`src/rtl/exe_stage.sv`:
```
// rtl/exe_stage.sv - execute stage with iterative mul/div engine and EXE/MEM register
module exe_stage #(
  parameter int DATA_WIDTH       = 32,
  parameter int ALU_OPTION_WIDTH = 5
) (
  input  logic                        clk,
  input  logic                        rst,
  input  logic                        cpu_en,
  input  logic [DATA_WIDTH-1:0]       EXE_ALU_A,
  input  logic [DATA_WIDTH-1:0]       EXE_ALU_B,
  input  logic [ALU_OPTION_WIDTH-1:0] EXE_ALU_option,
  input  logic                        EXE_is_write_MEM_future,
  input  logic                        EXE_is_write_regs_future,
  output logic [DATA_WIDTH-1:0]       MEM_ALU_result,
  output logic [DATA_WIDTH-1:0]       MEM_store_data,
  output logic                        MEM_is_write_MEM_future,
  output logic                        MEM_is_write_regs_future,
  output logic                        exe_stall
);

  localparam int SHW = $clog2(DATA_WIDTH);
  localparam int CW  = SHW + 1;

  localparam logic [ALU_OPTION_WIDTH-1:0] OP_ADD   = ALU_OPTION_WIDTH'(0);
  localparam logic [ALU_OPTION_WIDTH-1:0] OP_SUB   = ALU_OPTION_WIDTH'(1);
  localparam logic [ALU_OPTION_WIDTH-1:0] OP_AND   = ALU_OPTION_WIDTH'(2);
  localparam logic [ALU_OPTION_WIDTH-1:0] OP_OR    = ALU_OPTION_WIDTH'(3);
  localparam logic [ALU_OPTION_WIDTH-1:0] OP_XOR   = ALU_OPTION_WIDTH'(4);
  localparam logic [ALU_OPTION_WIDTH-1:0] OP_SLL   = ALU_OPTION_WIDTH'(5);
  localparam logic [ALU_OPTION_WIDTH-1:0] OP_SRL   = ALU_OPTION_WIDTH'(6);
  localparam logic [ALU_OPTION_WIDTH-1:0] OP_SRA   = ALU_OPTION_WIDTH'(7);
  localparam logic [ALU_OPTION_WIDTH-1:0] OP_SLT   = ALU_OPTION_WIDTH'(8);
  localparam logic [ALU_OPTION_WIDTH-1:0] OP_SLTU  = ALU_OPTION_WIDTH'(9);
  localparam logic [ALU_OPTION_WIDTH-1:0] OP_MUL   = ALU_OPTION_WIDTH'(10);
  localparam logic [ALU_OPTION_WIDTH-1:0] OP_MULHU = ALU_OPTION_WIDTH'(11);
  localparam logic [ALU_OPTION_WIDTH-1:0] OP_DIVU  = ALU_OPTION_WIDTH'(12);
  localparam logic [ALU_OPTION_WIDTH-1:0] OP_REMU  = ALU_OPTION_WIDTH'(13);

  typedef enum logic [1:0] {S_IDLE, S_BUSY, S_DONE} state_t;

  state_t                state_q, state_d;
  logic [CW-1:0]         cnt_q, cnt_d;
  logic                  eng_div_q, eng_div_d;
  logic                  eng_high_q, eng_high_d;
  logic [DATA_WIDTH-1:0] opnd_q, opnd_d;
  logic [DATA_WIDTH-1:0] hi_q, hi_d;
  logic [DATA_WIDTH-1:0] lo_q, lo_d;
  logic [DATA_WIDTH-1:0] res_q, res_d;
  logic [DATA_WIDTH-1:0] store_q, store_d;
  logic                  wm_q, wm_d;
  logic                  wr_q, wr_d;

  logic [SHW-1:0]        shamt;
  logic [DATA_WIDTH-1:0] alu_res;
  logic                  is_mul, is_div, is_multi;
  logic [DATA_WIDTH:0]   mul_sum;
  logic [DATA_WIDTH:0]   div_shift;
  logic [DATA_WIDTH-1:0] div_diff;
  logic                  div_ge;

  assign is_mul   = (EXE_ALU_option == OP_MUL) || (EXE_ALU_option == OP_MULHU);
  assign is_div   = (EXE_ALU_option == OP_DIVU) || (EXE_ALU_option == OP_REMU);
  // A zero B turns every mul/div into a trivially known result, so only B!=0 uses the engine.
  assign is_multi = (is_mul || is_div) && (EXE_ALU_B != '0);

  // Single-cycle ALU; MUL/MULHU only land here with B=0, where the answer is 0.
  always_comb begin
    shamt   = EXE_ALU_B[SHW-1:0];
    alu_res = '0;
    case (EXE_ALU_option)
      OP_ADD:  alu_res = EXE_ALU_A + EXE_ALU_B;
      OP_SUB:  alu_res = EXE_ALU_A - EXE_ALU_B;
      OP_AND:  alu_res = EXE_ALU_A & EXE_ALU_B;
      OP_OR:   alu_res = EXE_ALU_A | EXE_ALU_B;
      OP_XOR:  alu_res = EXE_ALU_A ^ EXE_ALU_B;
      OP_SLL:  alu_res = EXE_ALU_A << shamt;
      OP_SRL:  alu_res = EXE_ALU_A >> shamt;
      OP_SRA:  alu_res = $signed(EXE_ALU_A) >>> shamt;
      OP_SLT:  alu_res = {{(DATA_WIDTH-1){1'b0}}, ($signed(EXE_ALU_A) < $signed(EXE_ALU_B))};
      OP_SLTU: alu_res = {{(DATA_WIDTH-1){1'b0}}, (EXE_ALU_A < EXE_ALU_B)};
      OP_DIVU: alu_res = '1;
      OP_REMU: alu_res = EXE_ALU_A;
      default: alu_res = '0;
    endcase
  end

  // FSM next state, engine iteration and EXE/MEM register loading.
  always_comb begin
    state_d    = state_q;
    cnt_d      = cnt_q;
    eng_div_d  = eng_div_q;
    eng_high_d = eng_high_q;
    opnd_d     = opnd_q;
    hi_d       = hi_q;
    lo_d       = lo_q;
    res_d      = res_q;
    store_d    = store_q;
    wm_d       = wm_q;
    wr_d       = wr_q;
    exe_stall  = 1'b0;

    // Shift-add: {hi,lo} holds partial product over the remaining multiplier bits.
    mul_sum   = lo_q[0] ? ({1'b0, hi_q} + {1'b0, opnd_q}) : {1'b0, hi_q};
    // Restoring divide: hi is the running remainder, lo shifts dividend out and quotient in.
    div_shift = {hi_q, lo_q[DATA_WIDTH-1]};
    div_ge    = (div_shift >= {1'b0, opnd_q});
    div_diff  = div_shift[DATA_WIDTH-1:0] - opnd_q;

    case (state_q)
      S_IDLE: begin
        if (is_multi) begin
          exe_stall  = 1'b1;
          state_d    = S_BUSY;
          cnt_d      = '0;
          eng_div_d  = is_div;
          eng_high_d = (EXE_ALU_option == OP_MULHU) || (EXE_ALU_option == OP_REMU);
          hi_d       = '0;
          opnd_d     = is_div ? EXE_ALU_B : EXE_ALU_A;
          lo_d       = is_div ? EXE_ALU_A : EXE_ALU_B;
          res_d      = '0;
          store_d    = '0;
          wm_d       = 1'b0;
          wr_d       = 1'b0;
        end else begin
          res_d   = alu_res;
          store_d = EXE_ALU_B;
          wm_d    = EXE_is_write_MEM_future;
          wr_d    = EXE_is_write_regs_future;
        end
      end
      S_BUSY: begin
        exe_stall = 1'b1;
        if (eng_div_q) begin
          hi_d = div_ge ? div_diff : div_shift[DATA_WIDTH-1:0];
          lo_d = {lo_q[DATA_WIDTH-2:0], div_ge};
        end else begin
          hi_d = mul_sum[DATA_WIDTH:1];
          lo_d = {mul_sum[0], lo_q[DATA_WIDTH-1:1]};
        end
        cnt_d = cnt_q + 1'b1;
        if (cnt_q == CW'(DATA_WIDTH - 1)) begin
          state_d = S_DONE;
        end
        res_d   = '0;
        store_d = '0;
        wm_d    = 1'b0;
        wr_d    = 1'b0;
      end
      S_DONE: begin
        res_d   = eng_high_q ? hi_q : lo_q;
        store_d = EXE_ALU_B;
        wm_d    = EXE_is_write_MEM_future;
        wr_d    = EXE_is_write_regs_future;
        state_d = S_IDLE;
      end
      default: state_d = S_IDLE;
    endcase

    // An in-flight op is being aborted; upstream must not be told to hold.
    if (rst) begin
      exe_stall = 1'b0;
    end
  end

  // State registers; cpu_en low freezes everything.
  always_ff @(posedge clk or posedge rst) begin
    if (rst) begin
      state_q    <= S_IDLE;
      cnt_q      <= '0;
      eng_div_q  <= 1'b0;
      eng_high_q <= 1'b0;
      opnd_q     <= '0;
      hi_q       <= '0;
      lo_q       <= '0;
      res_q      <= '0;
      store_q    <= '0;
      wm_q       <= 1'b0;
      wr_q       <= 1'b0;
    end else if (cpu_en) begin
      state_q    <= state_d;
      cnt_q      <= cnt_d;
      eng_div_q  <= eng_div_d;
      eng_high_q <= eng_high_d;
      opnd_q     <= opnd_d;
      hi_q       <= hi_d;
      lo_q       <= lo_d;
      res_q      <= res_d;
      store_q    <= store_d;
      wm_q       <= wm_d;
      wr_q       <= wr_d;
    end
  end

  assign MEM_ALU_result           = res_q;
  assign MEM_store_data           = store_q;
  assign MEM_is_write_MEM_future  = wm_q;
  assign MEM_is_write_regs_future = wr_q;

endmodule
```
`config.mk`:
```
export PLATFORM = sky130hd
export DESIGN_NAME = exe_stage
export DESIGN_NICKNAME = d
export VERILOG_FILES = /design/src/rtl/exe_stage.sv
export SDC_FILE = /design/constraint.sdc
export NUM_CORES = 1
export LEC_CHECK = 0
export ABC_AREA = 1
export CORE_ASPECT_RATIO = 1.75
export CORE_MARGIN = 3
export CORE_UTILIZATION = 57
export CTS_CLUSTER_SIZE = 16
export DETAILED_ROUTE_END_ITERATION = 10
export HOLD_SLACK_MARGIN = 0.12
export PLACE_DENSITY = 0.75
export SYNTH_ARGS = -nofsm -noshare
export SYNTH_HDL_FRONTEND = slang
export SYNTH_SLANG_ARGS = --single-unit
export TNS_END_PERCENT = 50
```
`constraint.sdc`:
```
create_clock -name clk -period 8.6 [get_ports clk]
set_clock_uncertainty 0.1 [all_clocks]
set_input_delay 0.86 -clock clk [delete_from_list [all_inputs] [get_ports clk]]
set_output_delay 0.86 -clock clk [all_outputs]
set_load 0.1 [all_outputs]
```
==> results.ini, run 1 <==
[clock_network]
htreeDepth = 4
cts.sinks = 172
cts_root_buf = clkbuf_16
hold_buffers = 0
post_cts_buffers = 0
cts_resized = 0
clock_path_buffers = 2
cts_inserted_buffers = 17

[global_routing]
grtUsageTotal = 0.5832
grt_pass1_wl_mm = 200.1
grt_max_degree = 72
globalRoute.totalOverflow = 45
grt_pass1_vias = 33730

[floorplanning]
initial_core_util = 0.5781
pin_count = 141
die_h_um = 278.2
die_x_um = 161.5
rows = 99

[synth]
synth_top_area_frac = 0.2080
async_flop_share = 1.000
synth-seq-area-share = 0.1784
syn_inst = 4266
yosys-top-cells-count = nand2_1 (1337), nand3_1 (555), inv_1 (492)
synth_area_mm2 = 0.02413
synth_area_leaders = nand2_1 (21%), dfrtp_1 (18%), nand3_1 (12%), ha_1 (9.0%), inv_1 (7.7%)
synth-edff-count = 0
synth.most_common_cell = nand2_1
ys_types = 50
synth-seq-cells = 172
synth-warning-count = 0
synth_flop_cell = dfrtp_1
syn-num-nets = 4518
yosys.area.top_type = nand2_1
synth.avg_cell_area_um2 = 5.657

[placed_design]
dp_hpwl_mm = 99.14
gp_congestion = 1.114
port_buffers = 140

[status]
error = [ERROR GRT-0116] Global routing finished with congestion. Check the congestion regions in the DRC Viewer.
stop_stage = global routing (5_1_grt)
status = did not finish

layer usage:
| metal | global-route usage | GRT overflow |
|---|---|---|
| met3 | 0.2259 | 1 |
| met2 | 0.8912 | 22 |
| met1 | 0.5431 | 1 |
| met4 | 0.6975 | 21 |
| met5 | 0.01190 | 0 |
stage by stage:
step	setup WS [ns]	hold WS, ns	utilization	area (um^2)	cells
after floorplan	2.980	0.3517	-	24130	4266
after global placement	3.433	0.3577	0.6137	25620	4797
after detailed placement	3.477	0.3633	0.6137	25620	4797
after CTS	3.468	0.3814	0.6284	26230	4829
cells by family after synthesis:
group,synth area share
multiplexers,0.0004148
flip-flops,0.1784
buffers and inverters,0.1157
XOR/XNOR,0.003993
AND/OR/NAND/NOR,0.4187
AO/OA/AOI/OAI,0.1893
adder cells (fa/ha/maj),0.09354
==> run 2, diff against run 1 <==
==> config.mk (replaced) <==
export PLATFORM = sky130hd
export DESIGN_NAME = exe_stage
export DESIGN_NICKNAME = d
export VERILOG_FILES = /design/src/rtl/exe_stage.sv
export SDC_FILE = /design/constraint.sdc
export NUM_CORES = 1
export LEC_CHECK = 0
export ABC_AREA = 1
export CORE_MARGIN = 3
export CORE_UTILIZATION = 40
export DETAILED_ROUTE_END_ITERATION = 10
export PLACE_DENSITY_LB_ADDON = 0.15
export SYNTH_ARGS = -nofsm -noshare
export SYNTH_HDL_FRONTEND = slang
export SYNTH_SLANG_ARGS = --single-unit
export TNS_END_PERCENT = 50
==> run 2 against run 1 <==
Net effect:
- synthesized area unchanged
- synthesized cell count unchanged
- the run now ends clean
==> results.ini, run 2 <==
[sta]
fmax_mhz = 164.9
rsz0062_at_grt = no
slew_headroom = 0.05642
finalCritPeriodShare = 0.7053
drv_slew = 0
max_slew.worst_pin.slew_ns = 1.402
tns_ns = 0
setup_ws_ns = 2.534
setup_viol = 0
hold_viol = 0
finalCriticalPeriod_ns = 6.066

[hold_path]
hold_path_depth = 2
hold_end = MEM_store_data[11]
min_path_type = register to register
hold_start = MEM_store_data[11]

[synth]
synth-seq-area-share = 0.1784  ; unchanged
synth_flop_cell = dfrtp_1  ; unchanged
syn_inst = 4266  ; unchanged
async_flop_share = 1.000  ; unchanged
synth.avg_cell_area_um2 = 5.657  ; unchanged
synth-warning-count = 0  ; unchanged
synth-edff-count = 0  ; unchanged
synth.most_common_cell = nand2_1  ; unchanged
yosys.area.top_type = nand2_1  ; unchanged
yosys-top-cells-count = nand2_1 (1337), nand3_1 (555), inv_1 (492)  ; unchanged
synth-seq-cells = 172  ; unchanged
ys_types = 50  ; unchanged
syn-num-nets = 4518  ; unchanged
synth_area_leaders = nand2_1 (21%), dfrtp_1 (18%), nand3_1 (12%), ha_1 (9.0%), inv_1 (7.7%)  ; unchanged
synth_top_area_frac = 0.2080  ; unchanged
synth_area_mm2 = 0.02413  ; unchanged

[global_routing]
grt_max_degree = 99
grt_pass1_wl_mm = 182.2
grtUsageTotal = 0.3850
globalRoute.totalOverflow = 0
grt_pass1_vias = 27200
grt.met2_usage = 0.5500
grtUsageMet1 = 0.5622
grt_use_met3 = 0.08628
antenna_found_initial = 7
grt-busiest-layer = met1

[critical_path]
crit_required_ns = 7.64
crit_top_cell = clkdlybuf4s50_1
reg2reg_slack_ns = 5.21
r2r-end = hi_q[4]
critical_path.cell_chain = clkdlybuf4s50_1 -> buf_4 -> nor4_1 -> nand3_1 -> o21ai_2 -> inv_2 -> nand2_1 -> a21oi_1 -> clkdlybuf4s50_1
reg2reg_from = hi_q[5]
worst-endpoint-arrival_ns = 5.11
crit_path_start_kind = input port
worstSetupPathType = input port to output pin
r2r_cells = 13
endpoint_kind = output pin
worst-path-max-fanout = 38
critPathSlowestCell = nor4_1
cpPeakStageDelay_ns = 1.20

[clock_network]
clk_latency_ns = 0.45
cts_inserted_buffers = 17  ; unchanged
hold_buffers = 0  ; unchanged
path_clk_slew_ns = 0.07
cts_resized = 0  ; unchanged
cts_root_buf = clkbuf_16  ; unchanged
clock_path_buffers = 2  ; unchanged
tritoncts = built
cts.sinks = 172  ; unchanged
post_cts_buffers = 0  ; unchanged
htreeDepth = 4  ; unchanged

[layout]
final_nets = 4533
drive_above_1_share = 0.03378
final_common_cell = nand2_1
mostFrequentLayoutCells = nand2_1 (1336), nand3_1 (554), inv_1 (490)
syn_to_final_growth_pct = 10.33

[detailed_routing]
vias = 30420
wl_per_cell_um = 24.83
wl_mm = 125.8
drtIter0Drc = 3974
viasPerCell = 6.003
first_pass_iters = 6
ant_nets = 0
route.detailed.drc = 0

[pwr]
p_leak_nw = 13.26
peakVddDrop_mv = 0.3550
powerDensity_mw_per_mm2 = 265.8

[floorplanning]
design.die.area_mm2 = 0.06331
pin_count = 141  ; unchanged
die_h_um = 251.6  ; was 278.2 um
die_x_um = 251.6  ; was 161.5 um
initial_core_util = 0.4066  ; was 0.5781
rows = 89  ; was 99
core_area_mm2 = 0.05935

[placed_design]
gp_congestion = 1.058  ; was 1.114
dp_hpwl_mm = 100.4  ; was 99.14 mm
port_buffers = 140  ; unchanged
dp_slack_ns = 3.059  ; was 3.477 ns

[status]
status = complete, no violations  ; was did not finish

[flow_run]
drv_cap = 0

run 2: through the flow:
| stage | utilization | instance area, um^2 | total power (W) | instances | hold WS, ns |
|---|---|---|---|---|---|
| floorplan | - | 24130 | 0.004709 | 4266 | 0.3517 |
| global placement | 0.4389 | 26050 | 0.006152 | 5035 | 0.3619 |
| detailed placement | 0.4389 | 26050 | 0.006159 | 5035 | 0.3639 |
| CTS | 0.4485 | 26620 | 0.006974 | 5066 | 0.3821 |
| global route | 0.4485 | 26620 | 0.007520 | 5066 | 0.3957 |
| finish | 0.4486 | 26620 | 0.007077 | 5067 | 0.3855 |
run 2: power breakdown:
group / internal (W) / switching (W)
combinational: 0.00125 / 0.00351
sequential: 0.00114 / 0.000384
clock: 0.000412 / 0.000384
run 2: routing by layer:
| layer | wire length [um] | vias up |
|---|---|---|
| met5 | 30 | - |
| met4 | 5282 | 6 |
| met3 | 14880 | 240 |
| met2 | 50420 | 1772 |
| met1 | 55220 | 14210 |
| li1 | - | 14190 |
run 2: cell type report:
type	count	area [um^2]
Fill cell	6662	32730
Multi-Input combinational cell	3388	17060
Sequential cell	172	4309
Inverter	507	1909
Timing Repair Buffer	195	1799
Tap cell	773	967.2
Clock buffer	18	439.2
Clock inverter	13	132.6
Antenna cell	1	2.502
run 2: how the worst max path moves through the flow:
stage	from	to	slack, ns
finish	EXE_ALU_B[0]	exe_stall	2.53
global route	EXE_ALU_B[0]	exe_stall	2.81
CTS	EXE_ALU_B[0]	exe_stall	3.04
detailed placement	EXE_ALU_B[0]	exe_stall	3.06
global placement	EXE_ALU_B[0]	exe_stall	3.04
floorplan	rst	MEM_ALU_result[0]	2.98
run 2: cells by family (layout without fill, tap and decap cells):
| logic type | count (synthesis) | count (layout) | share of synthesized area |
|---|---|---|---|
| AO/OA/AOI/OAI | 815 | 815 | 0.1893 |
| XOR/XNOR | 11 | 11 | 0.003993 |
| adder cells (fa/ha/maj) | 178 | 178 | 0.09354 |
| buffers and inverters | 706 | 733 | 0.1157 |
| flip-flops | 172 | 172 | 0.1784 |
| multiplexers | 1 | 1 | 0.0004148 |
| other | 0 | 1 | 0 |
| AND/OR/NAND/NOR | 2383 | 2383 | 0.4187 |
run 2: worst max-delay path, delay by kind of cell:
kind | cells | cell delay [ns]
AOI/OAI and AO/OA | 2 | 0.65
buffers and inverters | 4 | 1.75
and+or+nand+nor | 3 | 1.83
(Power assumes the default switching activity.)
==> run 3, diff against run 2 <==
==> constraint.sdc (replaced) <==
create_clock -name clk -period 4.9 [get_ports clk]
set_clock_uncertainty 0.1 [all_clocks]
set_input_delay 0.49 -clock clk [delete_from_list [all_inputs] [get_ports clk]]
set_output_delay 0.49 -clock clk [all_outputs]
set_load 0.1 [all_outputs]
==> run 3 against run 2 <==
Net effect:
- sequential cell count unchanged
- sequential share of layout area down 0.21 points
- non-clock buffer count up 37
- first-iteration DRC count up 6.9%
- total power up 77%
- via count up 1.1%
- utilization up 0.59 points
- die area unchanged
- clock-buffer cell count down 1
- final cell count up 0.81%
- worst hold slack worse by 0.034 ns
- setup slack worse by 2.2 ns
- highest routed layer unchanged
==> results.ini, run 3 (synthesized netlist as in run 2, its figures left out) <==
[clock_network]
tritoncts = built  ; unchanged
htreeDepth = 4  ; unchanged
cts.sinks = 172  ; unchanged
hold_buffers = 0  ; unchanged
cts_root_buf = clkbuf_16  ; unchanged
cts_inserted_buffers = 17  ; unchanged
cts_resized = 0  ; unchanged
clock_path_buffers = 2  ; unchanged
path_clk_slew_ns = 0.08  ; was 0.07 ns
clk_latency_ns = 0.47  ; was 0.45 ns
post_cts_buffers = 0  ; unchanged

[floorplanning]
design.die.area_mm2 = 0.06331  ; unchanged
initial_core_util = 0.4066  ; unchanged
rows = 89  ; unchanged
die_x_um = 251.6  ; unchanged
pin_count = 141  ; unchanged
die_h_um = 251.6  ; unchanged
core_area_mm2 = 0.05935  ; unchanged

[flow_run]
drv_cap = 0  ; unchanged

[layout]
final_nets = 4570  ; was 4533
stdcell_area_mm2 = 0.02697  ; was 0.02662 mm^2
final_cells = 5108  ; was 5067
final_common_cell = nand2_1  ; unchanged
syn_to_final_growth_pct = 11.78  ; was 10.33%
multi_input_area_mm2 = 0.01707  ; was 0.01706 mm^2
seq_area_mm2 = 0.004309  ; unchanged
mostFrequentLayoutCells = nand2_1 (1336), nand3_1 (554), inv_1 (490)  ; unchanged
nFillCells = 6723  ; was 6662
drive_above_1_share = 0.04272  ; was 0.03378

[critical_path]
critPathSlowestCell = nor4_1  ; unchanged
crit_required_ns = 5.11  ; was 7.64 ns
critical_path.cell_chain = clkdlybuf4s50_1 -> buf_4 -> nor4_1 -> nand3_1 -> o21ai_2 -> inv_2 -> nand3_2 -> inv_2 -> o211ai_1 -> o21ai_1  ; was clkdlybuf4s50_1 -> buf_4 -> nor4_1 -> nand3_1 -> o21ai_2 -> inv_2 -> nand2_1 -> a21oi_1 -> clkdlybuf4s50_1
path_delay_family = simple AND/OR/NAND/NOR gates  ; unchanged
worst-path-max-fanout = 62  ; was 38
crit_buf_inv = 4  ; unchanged
worstSetupPathType = input port to register  ; was input port to output pin
crit_path_start_kind = input port  ; unchanged
cpPeakStageDelay_ns = 1.03  ; was 1.20 ns
crit_top_cell = inv_2  ; was clkdlybuf4s50_1
worst-endpoint-arrival_ns = 4.78  ; was 5.11 ns
endpoint_kind = register  ; was output pin

[detailed_routing]
wl_per_cell_um = 25.77  ; was 24.83 um
vias = 30750  ; was 30420
drtIter0Drc = 4250  ; was 3974
route.detailed.drc = 0  ; unchanged
wl_mm = 131.6  ; was 125.8 mm
ant_nets = 0  ; unchanged
first_pass_iters = 7  ; was 6
viasPerCell = 6.019  ; was 6.003

[pwr]
powerDensity_mw_per_mm2 = 465.5  ; was 265.8 mW/mm^2
power_frac_comb = 0.672  ; about the same
switchingPower_w = 0.007615  ; was 0.004277 W
p_leak_nw = 13.46  ; was 13.26 nW
power.share.switching = 0.6065  ; was 0.6044
internal_power_w = 0.004941  ; was 0.002799 W
p_clk_frac = 0.115  ; was 0.112
peakVddDrop_mv = 0.6728  ; was 0.3550 mV
power_frac_seq = 0.214  ; was 0.215

[placed_design]
gp_congestion = 1.146  ; was 1.058
dp_slack_ns = 0.2751  ; was 3.059 ns
port_buffers = 140  ; unchanged
dp_hpwl_mm = 105.9  ; was 100.4 mm
dp.cells = 5072  ; was 5035
placed_area_mm2 = 0.02636  ; was 0.02605 mm^2

[sta]
setup_ws_ns = 0.3339  ; was 2.534 ns
max_slew.worst_pin.slew_ns = 1.230  ; was 1.402 ns
hold_viol = 0  ; unchanged
tns_ns = 0  ; unchanged
finalCritPeriodShare = 0.9318
fmax_mhz = 219.0
finalCriticalPeriod_ns = 4.566
drv_slew = 0  ; unchanged
slew_headroom = 0.1725  ; was 0.05642
setup_viol = 0  ; unchanged
rsz0062_at_grt = no  ; unchanged

[global_routing]
grt_max_degree = 99  ; unchanged
antenna_found_initial = 3  ; was 7
grt_pass1_wl_mm = 189.1  ; was 182.2 mm
grt_pass1_vias = 27670  ; was 27200
grtUsageTotal = 0.4036  ; was 0.3850
globalRoute.totalOverflow = 0  ; unchanged

[hold_path]
min_path_type = input port to asynchronous set/reset pin  ; was register to register

[status]
status = complete, no violations  ; unchanged

run 3: through the flow:
stage	hold slack [ns]	util	total power (W)
final	0.3515	0.4544	0.01256
after global routing	0.3687	0.4543	0.01333
after CTS	0.3502	0.4543	0.01234
after detailed placement	0.3623	0.4441	0.01087
after global placement	0.3650	0.4441	0.01088
after floorplan	0.3517	-	0.008265
run 3: power groups by stage:
stage | sequential [W] | combinational [W] | clock [W]
after detailed placement | 0.00268 | 0.00819 | 0
after floorplan | 0.00397 | 0.00429 | 0
after CTS | 0.00266 | 0.00823 | 0.00145
final | 0.00268 | 0.00843 | 0.00144
after global placement | 0.00268 | 0.00820 | 0
after global routing | 0.00273 | 0.00909 | 0.00151
run 3: layout make-up:
cell class / count / share of cell area
Multi-Input combinational cell: 3388 / 0.6327
Clock inverter: 15 / 0.006494
Clock buffer: 17 / 0.01577
Inverter: 507 / 0.07074
Sequential cell: 172 / 0.1598
Antenna cell: 4 / 0.0003711
Tap cell: 773 / 0.03586
Timing Repair Buffer: 232 / 0.07830
run 3: final timing paths:
path,startpoint,endpoint,slack (ns),cells after the start
worst min register to register,MEM_store_data[30],MEM_store_data[30],0.38,2
min in group clk,MEM_store_data[30],MEM_store_data[30],0.38,2
worst max-delay path,EXE_ALU_B[30],opnd_q[31],0.33,10
worst max register to register,state_q[0],MEM_store_data[31],1.54,5
max in group asynchronous,rst,MEM_ALU_result[26],3.43,3
worst min-delay path,rst,MEM_ALU_result[5],0.35,2
run 3: layer usage:
| layer | up-vias | global-route usage | wire length [um] |
|---|---|---|---|
| li1 | 14270 | - | - |
| met1 | 14210 | 0.5787 | 56850 |
| met2 | 1962 | 0.5594 | 50990 |
| met3 | 295 | 0.1205 | 17260 |
| met4 | 2 | 0.1649 | 6502 |
| met5 | - | 0 | 17 |
